--- src/rtl/fsm_maint_monitor.sv ---
// Maintenance-event monitor and watchdog: counts rising edges on x, raises a
// sticky error when no event arrives within TIMEOUT cycles, cleared by ack.
module fsm_maint_monitor #(
  parameter int unsigned      CNT_W    = 8,
  parameter int unsigned      TIMEOUT  = 100,
  parameter logic [CNT_W-1:0] ERR_CODE = '1,
  parameter bit               SATURATE = 1'b1,
  parameter int unsigned      ERR_W    = 4
) (
  input  logic                         clk,
  input  logic                         rst,
  input  logic                         x,
  input  logic                         ack,
  input  logic                         clr_cnt,
  output logic [1:0]                   current_state,
  output logic [CNT_W-1:0]             reg_state,
  output logic [CNT_W-1:0]             count,
  output logic [$clog2(TIMEOUT+1)-1:0] timer,
  output logic                         error,
  output logic                         ovf,
  output logic [ERR_W-1:0]             err_count
);

  localparam int unsigned TMR_W = $clog2(TIMEOUT + 1);
  localparam logic [TMR_W-1:0] TMR_LAST = TMR_W'(TIMEOUT - 1);

  typedef enum logic [1:0] {
    S_IDLE  = 2'b00,
    S_COUNT = 2'b01,
    S_ERROR = 2'b11
  } state_e;

  state_e             state_q, state_d;
  logic               x_q;
  logic [CNT_W-1:0]   count_q, count_d;
  logic [TMR_W-1:0]   timer_q, timer_d;
  logic [ERR_W-1:0]   err_cnt_q, err_cnt_d;
  logic               ovf_q, ovf_d;
  logic               rise;
  logic               inc;

  assign rise = x & ~x_q;

  // NOTE: every signal driven here gets a default before the case so that no
  // path leaves it unassigned; otherwise synthesis infers a latch.
  always_comb begin
    state_d   = state_q;
    timer_d   = timer_q;
    count_d   = count_q;
    err_cnt_d = err_cnt_q;
    ovf_d     = 1'b0;
    inc       = 1'b0;

    case (state_q)
      S_IDLE: begin
        timer_d = timer_q + 1'b1;
        if (rise) begin
          state_d = S_COUNT;
        end else if (timer_q == TMR_LAST) begin
          state_d = S_ERROR;
          timer_d = '0;
        end
      end
      S_COUNT: begin
        state_d = S_IDLE;
        timer_d = '0;
        inc     = 1'b1;
      end
      S_ERROR: begin
        timer_d = '0;
        if (ack) state_d = S_IDLE;
      end
      default: begin
        state_d = S_IDLE;
        timer_d = '0;
      end
    endcase

    if (state_d == S_ERROR && state_q != S_ERROR && err_cnt_q != '1) begin
      err_cnt_d = err_cnt_q + 1'b1;
    end

    // A clear wins over a coinciding increment and swallows its wrap pulse.
    if (clr_cnt) begin
      count_d = '0;
    end else if (inc) begin
      if (count_q != '1) begin
        count_d = count_q + 1'b1;
      end else if (!SATURATE) begin
        count_d = '0;
        ovf_d   = 1'b1;
      end
    end
  end

  // NOTE: state registers use non-blocking assignments so every flop samples
  // its pre-edge value regardless of statement order.
  always_ff @(posedge clk or negedge rst) begin
    if (!rst) begin
      state_q   <= S_IDLE;
      x_q       <= 1'b1;  // x held high across reset release is not an event
      count_q   <= '0;
      timer_q   <= '0;
      err_cnt_q <= '0;
      ovf_q     <= 1'b0;
    end else begin
      state_q   <= state_d;
      x_q       <= x;
      count_q   <= count_d;
      timer_q   <= timer_d;
      err_cnt_q <= err_cnt_d;
      ovf_q     <= ovf_d;
    end
  end

  assign current_state = state_q;
  assign error         = (state_q == S_ERROR);
  assign reg_state     = error ? ERR_CODE : count_q;
  assign count         = count_q;
  assign timer         = timer_q;
  assign err_count     = err_cnt_q;
  assign ovf           = SATURATE ? 1'b0 : ovf_q;

endmodule
--- config.mk ---
export PLATFORM = sky130hd
export DESIGN_NAME = fsm_maint_monitor
export DESIGN_NICKNAME = d
export VERILOG_FILES = /design/src/rtl/fsm_maint_monitor.sv
export SDC_FILE = /design/constraint.sdc
export NUM_CORES = 1
export LEC_CHECK = 0
export ABC_AREA = 0
export CAP_MARGIN = 15
export CORE_UTILIZATION = 46
export CTS_CLUSTER_DIAMETER = 30
export DETAILED_ROUTE_END_ITERATION = 8
export PLACE_DENSITY_LB_ADDON = 0.1
export REMOVE_ABC_BUFFERS = 1
export SYNTH_ARGS = -nofsm -noshare
export SYNTH_HDL_FRONTEND = slang
export SYNTH_SLANG_ARGS = --single-unit
export TNS_END_PERCENT = 100
--- constraint.sdc ---
create_clock -name clk -period 2.2 [get_ports clk]
set_input_delay 0.44 -clock clk [delete_from_list [all_inputs] [get_ports clk]]
set_output_delay 0.44 -clock clk [all_outputs]
set_load 0.05 [all_outputs]
==> results of run 1 <==
## flip-flops by register name, indices dropped and copies added, names as in the netlist
name / count
count: 8
current_state: 2
err_count: 4
timer: 7
x_q: 1
## cell families (layout without fill, tap and decap cells)
| family | after synthesis | in the layout | synth area share (%) |
|---|---|---|---|
| xor+xnor | 12 | 12 | 8.93 |
| other cells | 1 | 1 | 0.319 |
| mux | 2 | 2 | 2.13 |
| buf+inv | 4 | 43 | 1.59 |
| flops | 22 | 22 | 46.9 |
| compound gates | 15 | 15 | 7.23 |
| fa+ha+maj | 6 | 6 | 6.38 |
| simple gates | 57 | 57 | 26.6 |
## where the power goes
group	leakage (nW)	total, mW	internal, mW	switching (mW)
combinational	0.431	0.626	0.222	0.404
clock	0.0210	0.227	0.101	0.126
sequential	0.297	0.533	0.460	0.0735
total	0.749	1.39	0.783	0.603
## per-layer routing
metal / GRT usage, % / vias to the layer above
li1: - / 484
met4: 9.21 / 0
met3: 3.77 / 2
met5: 0 / -
met2: 31.4 / 33
met1: 27.4 / 463
## cell usage after synthesis, drive strengths merged
master,n
and4,2
a211oi,1
clkbuf,1
buf,1
or3b,1
dfstp,1
nand2,6
nor2b,3
or2,8
and4bb,1
xor2,5
inv,2
nand2b,3
dfrtp,21
nand3,6
a22oi,1
or3,1
ha,6
o21ai,6
nand4b,1
conb,1
a21oi,6
mux2i,1
nand4,1
mux2,1
and2,1
o22a,1
and3,3
nor2,16
xnor2,7
nor3,4
## how the worst max path moves through the flow
stage / startpoint / end / cells after the start
5_1_grt: current_state[0] / reg_state[0] / 4
2_1_floorplan: current_state[1] / err_count[1] / 6
3_3_place_gp: x / err_count[1] / 6
3_5_place_dp: x / err_count[1] / 6
4_1_cts: current_state[0] / reg_state[6] / 4
6_report: current_state[0] / reg_state[4] / 4
## stage by stage
stage          cells  util (%)  setup TNS [ns]
2_1_floorplan    117         -          -0.434
3_3_place_gp     182      67.0               0
3_5_place_dp     182      67.0               0
4_1_cts          186      68.6               0
5_1_grt          186      68.6               0
6_report         186      68.6               0
## layout make-up
cell class	count	share of cell area, %
clock buffer	4	2.28
inverter	2	0.472
timing repair buffer	37	22.2
sequential	22	34.7
multi-input combinational	93	38.2
tap	28	2.20
==> summary.md, run 1 <==
| Metric | Value |
|---|---|
| Status | finished, final reports clean |
| Syn avg cell area | 9.89 um2 |
| Register area | 552 um2 |
| Cell Pwr Density | 872 nW/um2 |
| CTS H-tree lvls | 1 |
| Least-Margin Pin Slew | 0.501 ns |
| CP Class | flop to output port |
| Maximum vdd ir drop | 0.677 mV |
| Synthesized area | 1180 um2 |
| Post-DP HPWL | 1.79 mm |
| Final min period | 2.11 ns |
| Period Utilization, post-route | 96.0% |
| # clock sinks | 22 |
| Core box area | 2320 um2 |
| CTS buffer count | 3 |
| Cell count after synthesis | 119 |
| Die ar. | 2770 um2 |
| Cell family with most CP delay | flip-flops |
| Yosys cell types | 33 |
| Critical Path Start Type | flop |
| HP Class | primary input to asynchronous set/reset pin |
| Overflow after GRT | 0 |
| Yosys warnings | 0 |
| Die H | 52.6 um |
| Total wire length | 2.42 mm |
| Die W | 52.6 um |
| Diodes inserted | 0 |
| Final Max Slew Viols | 0 |
| Top cell type's share of synthesized area | 44.6% |
| Multi-input gate area | 607 um2 |
| Reg2reg start | timer[0] |
| Vias in the first global route | 903 |
| Setup WS post-layout | 0.0889 ns |
| Dominant cells by area after synthesis | dfrtp_1 45%, ha_1 6.4%, xnor2_1 5.2% |
| Wire length per cell | 13.0 um |
| Metal-1 WL | 1.10 mm |
| Post-Place Cell Area | 1550 um2 |
| Largest net degree at the start of global routing | 23 |
| Post-CTS setup buffer count | 0 |
| Layout cell share with drive strength beyond 1 | 19.0% |
| Root Buffer | clkbuf_4 |
| Worst Path Arrival | 1.67 ns |
| TritonCTS clock tree | done |
| Worst setup EP type | output port |
| Via density | 5.28 |
| Initial core utilization | 50.8% |
| First-pass GRT wire length | 4.05 mm |
| Pleak | 0.749 nW |
| Buffers on Ports | 34 |
| Post-synth top area cell | dfrtp_1 |
| Critical Path Max Stage Delay | 0.46 ns |
| Fillers | 191 |
| CP Data Required Time | 1.76 ns |
| Most common cell after layout, fill and taps aside | clkdlybuf4s50_1 |
| CTS Buffer Depth | 2 |
| Max-cap violations | 0 |
| Via Count | 982 |
| Fmax | 474 MHz |
| GRT Resource Usage Total | 20.3% |
| Crit-path cells | ha_1 > buf_4 > or2_2 > buf_4 |
| Met2 wire len | 1.19 mm |
| Post-CTS resize count | 0 |
| Slowest stage cell, crit path | dfrtp_1 |
| Max Used Layer | met4 |
| Initial DRC Count | 19 |
| Crit path max fanout | 10 |
| Clock latency on the worst-skew pair | 0.31 ns |
| Area grow syn2layout | 35.1% |
| DRC viols | 0 |
| Crit path top cell by count | buf_4 |
| FF-to-FF End | err_count[1] |
| Antenna viol nets, final | 0 |
| Row count | 17 |
| RSZ-0062 raised after global routing | no |
| Nets | 170 |
| Total Power | 1.39 mW |
| FF-to-FF setup slack | 0.33 ns |
| Initial antenna violation count | 0 |
| CTS Hold Bufs | 0 |
| Drt pass-1 iters | 6 |
| Max-Slew Margin vs Limit | 66.5% |
| Clock Skews | 0.00444 ns |
| Pre-CTS setup slack | 0.0897 ns |
| Final Hold Vio Count | 0 |
| # setup viols final | 0 |
| Design area | 1590 um2 |
| Yosys reg bits | 22 |
| Sequential area share after synthesis | 46.9% |
| CP Buf/Inv Count | 2 |
| Io pins | 36 |
| FF-to-FF path depth | 6 |
| Final GP Congestion | 0.833 |
| Hold WS | 0.454 ns |
| Most frequent cells in the layout | 25 x clkdlybuf4s50_1, 21 x dfrtp_1, 16 x nor2_1 |
| Clk pin slew, worst setup/hold paths | 0.12 ns |
| Routed length on met3 | 120 um |
Power figures use the tool's default switching activity.
==> run 2, diff against run 1 <==
Settings changed: CTS_CLUSTER_SIZE set to 20.
==> results of run 2 <==
Same layout as run 1: the final DEF is identical, and so are final timing and power.
==> run 3, diff against run 2 <==
Settings changed: REMOVE_ABC_BUFFERS 1 to not set.
Clock period 2.2 ns to 2 ns, I/O delays scaled along.
==> run 3 against run 2 <==
Effect of this change:
- critical path depth fell by 3
- worst setup slack got worse by 0.028 ns
- sequential power rose by 11%
- final cell count fell by 0.54%
- register-to-register slack got worse by 0.18 ns
- routed wire length fell by 1.4%
- clock power fell by 6%
- sequential share of layout area barely moved
- utilization rose by 0.59 points
- die area did not move
- flip-flop and latch count did not move
- cell area rose by 0.87%
==> summary.md, run 3 (synthesis gave the netlist of run 1 again) <==
| Metric | Value |
|---|---|
| TritonCTS clock tree | done |
| Buffers on Ports | 34 (unchanged) |
| Die H | 52.6 um (unchanged) |
| Reg2reg start | timer[0] |
| CTS buffer count | 3 (unchanged) |
| CP Data Required Time | 1.60 ns (-0.16 ns) |
| CP Class | flop to output port |
| Final Max Slew Viols | 0 (unchanged) |
| Fmax | 516 MHz |
| Post-CTS setup buffer count | 0 (unchanged) |
| Post-Place Cell Area | 1550 um2 (-0.16%) |
| First-pass GRT wire length | 4.11 mm (+1.4%) |
| Die ar. | 2770 um2 (unchanged) |
| Switching pwr | 659 uW (+9.3%) |
| GRT Resource Usage Total | 20.0% (-0.34 points) |
| Crit path max fanout | 5 (-5) |
| Sw frac | 44.5% (+0.94 points) |
| Setup TNS | 0 ns (unchanged) |
| Initial DRC Count | 11 (-8) |
| Largest net degree at the start of global routing | 23 (unchanged) |
| Antenna viol nets, final | 0 (unchanged) |
| Via density | 5.28 (about the same) |
| Total Power | 1.48 mW (+7.0%) |
| Drt pass-1 iters | 4 (-2) |
| Pleak | 0.955 nW (+28%) |
| Critical Path Start Type | flop |
| Most common cell after layout, fill and taps aside | dfrtp_1 |
| Io pins | 36 (unchanged) |
| Cell family with most CP delay | buffers and inverters |
| Most frequent cells in the layout | 17 x dfrtp_1, 16 x nor2_1, 12 x dlymetal6s2s_1 |
| P_int | 823 uW (+5.2%) |
| # setup viols final | 0 (unchanged) |
| Vias in the first global route | 947 (+4.9%) |
| Worst Path Arrival | 1.54 ns (-0.13 ns) |
| Critical Path Max Stage Delay | 0.82 ns (+0.36 ns) |
| Final Hold Vio Count | 0 (unchanged) |
| Syn nets | 130 |
| Post-DP HPWL | 1.73 mm (-3.7%) |
| Crit-path cells | clkdlybuf4s50_1 |
| CTS H-tree lvls | 1 (unchanged) |
| Area grow syn2layout | 36.2% |
| Final min period | 1.94 ns |
| Cell Pwr Density | 924 nW/um2 (+6.0%) |
| Sequential power share | 39.9% (+1.4 points) |
| Least-Margin Pin Slew | 0.513 ns (+0.0127 ns) |
| Layout cell share with drive strength beyond 1 | 21.0% (+2.0 points) |
| Status | finished, final reports clean |
| # clock sinks | 22 (unchanged) |
| Diodes inserted | 0 (unchanged) |
| Clock Skews | 0.00631 ns (+0.00187 ns) |
| RSZ-0062 raised after global routing | no |
| Maximum vdd ir drop | 0.725 mV (+7.2%) |
| Max-cap violations | 0 (unchanged) |
| CTS Buffer Depth | 2 (unchanged) |
| Total wire length | 2.39 mm (-1.4%) |
| Core box area | 2320 um2 (unchanged) |
| Fillers | 178 (-6.8%) |
| Clock power frac | 14.3% (-2.1 points) |
| Clock latency on the worst-skew pair | 0.30 ns (about the same) |
| Max-Slew Margin vs Limit | 65.4% (-1.1 points) |
| Wire length per cell | 12.9 um (-0.91%) |
| FF-to-FF End | err_count[1] |
| Worst setup EP type | output port |
| FF-to-FF setup slack | 0.15 ns (-0.18 ns) |
| Initial antenna violation count | 0 (unchanged) |
| Die W | 52.6 um (unchanged) |
| Max reg flops | 8 (unchanged) |
| CP Buf/Inv Count | 1 (-1) |
| Slowest stage cell, crit path | clkdlybuf4s50_1 |
| Design area | 1600 um2 (+0.87%) |
| Root Buffer | clkbuf_4 |
| Logic pwr share | 45.8% (+0.6 points) |
| Row count | 17 (unchanged) |
| Overflow after GRT | 0 (unchanged) |
| Nets | 169 (-0.59%) |
| Clk pin slew, worst setup/hold paths | 0.13 ns (about the same) |
| Via Count | 977 (-0.51%) |
| FF-to-FF path depth | 6 (unchanged) |
| Period Utilization, post-route | 97.0% |
| HP Class | primary input to asynchronous set/reset pin |
| DRC viols | 0 (unchanged) |
| Initial core utilization | 50.8% (unchanged) |
| Final GP Congestion | 0.806 (-3.1%) |
## run 3: changes by cell type in the layout (fill, tap and decap cells not counted)
| cell | change |
|---|---|
| clkdlybuf4s50_1 | -15 |
| dlymetal6s2s_1 | +12 |
| dfrtp_1 | -4 |
| dfrtp_2 | +4 |
| dlygate4sd2_1 | +3 |
| buf_12 | -1 |
| clkbuf_1 | +1 |
| clkbuf_8 | -1 |
| ha_1 | -1 |
| ha_4 | +1 |
## run 3: how the worst max path moves through the flow
stage | end | depth (start not counted) | slack [ns] | from
2_1_floorplan | err_count[1] | 6 | 0.03 | timer[0]
3_3_place_gp | err_count[1] | 6 | 0.03 | x
3_5_place_dp | err_count[1] | 6 | 0.005 | x
4_1_cts | current_state[0] | 1 | 0.00005 | current_state[0]
5_1_grt | err_count[2] | 1 | 0.0007 | err_count[2]
6_report | count[7] | 1 | 0.06 | count[7]
## run 3: cell type report
class	count	area, um2	share of cell area, %
repair buffers	36	359	22.4
multi-input cells	93	619	38.6
well taps	28	35.0	2.18
clock buffers	4	26.3	1.64
inverters	2	7.51	0.468
flip-flops and latches	22	557	34.7
## run 3: repair_timing
| action | CTS | global route |
|---|---|---|
| resized for setup | 3 | 12 |
| setup endpoints to repair | 3 | 12 |
| hold buffers | 0 | 0 |
## run 3: stage by stage
stage                     cells  worst slack (ns)  util (%)  hold slack (ns)
after floorplan             119            0.0342         -            0.104
after global placement      181            0.0309      66.9            0.446
after detailed placement    181           0.00467      66.9            0.462
after CTS                   185         0.0000475      67.9            0.436
after global routing        185          0.000747      69.2            0.460
final                       185            0.0607      69.2            0.433
## run 3: power by group through the flow
| stage | combinational (mW) | sequential [mW] | clock, mW |
|---|---|---|---|
| 5_1_grt | 0.723 | 0.607 | 0.233 |
| 3_5_place_dp | 0.693 | 0.603 | 0 |
| 4_1_cts | 0.685 | 0.594 | 0.217 |
| 2_1_floorplan | 0.288 | 0.794 | 0 |
| 3_3_place_gp | 0.680 | 0.598 | 0 |
| 6_report | 0.679 | 0.591 | 0.213 |
## run 3: worst reg2reg max path, cell delays in order (launching register included)
cell and delay (ns):
dfrtp_2 0.40, ha_1 0.20, nand4b_1 0.12, or3_1 0.36, o22a_2 0.22, nand2b_4 0.15, mux2_4 0.29
## run 3: layer usage
layer	track usage (%)	vias to the layer above	part of all wire, %
met4	7.02	0	0.67
met5	0	-	0
li1	-	484	-
met3	2.61	2	4.4
met1	27.1	467	49
met2	32.5	24	46
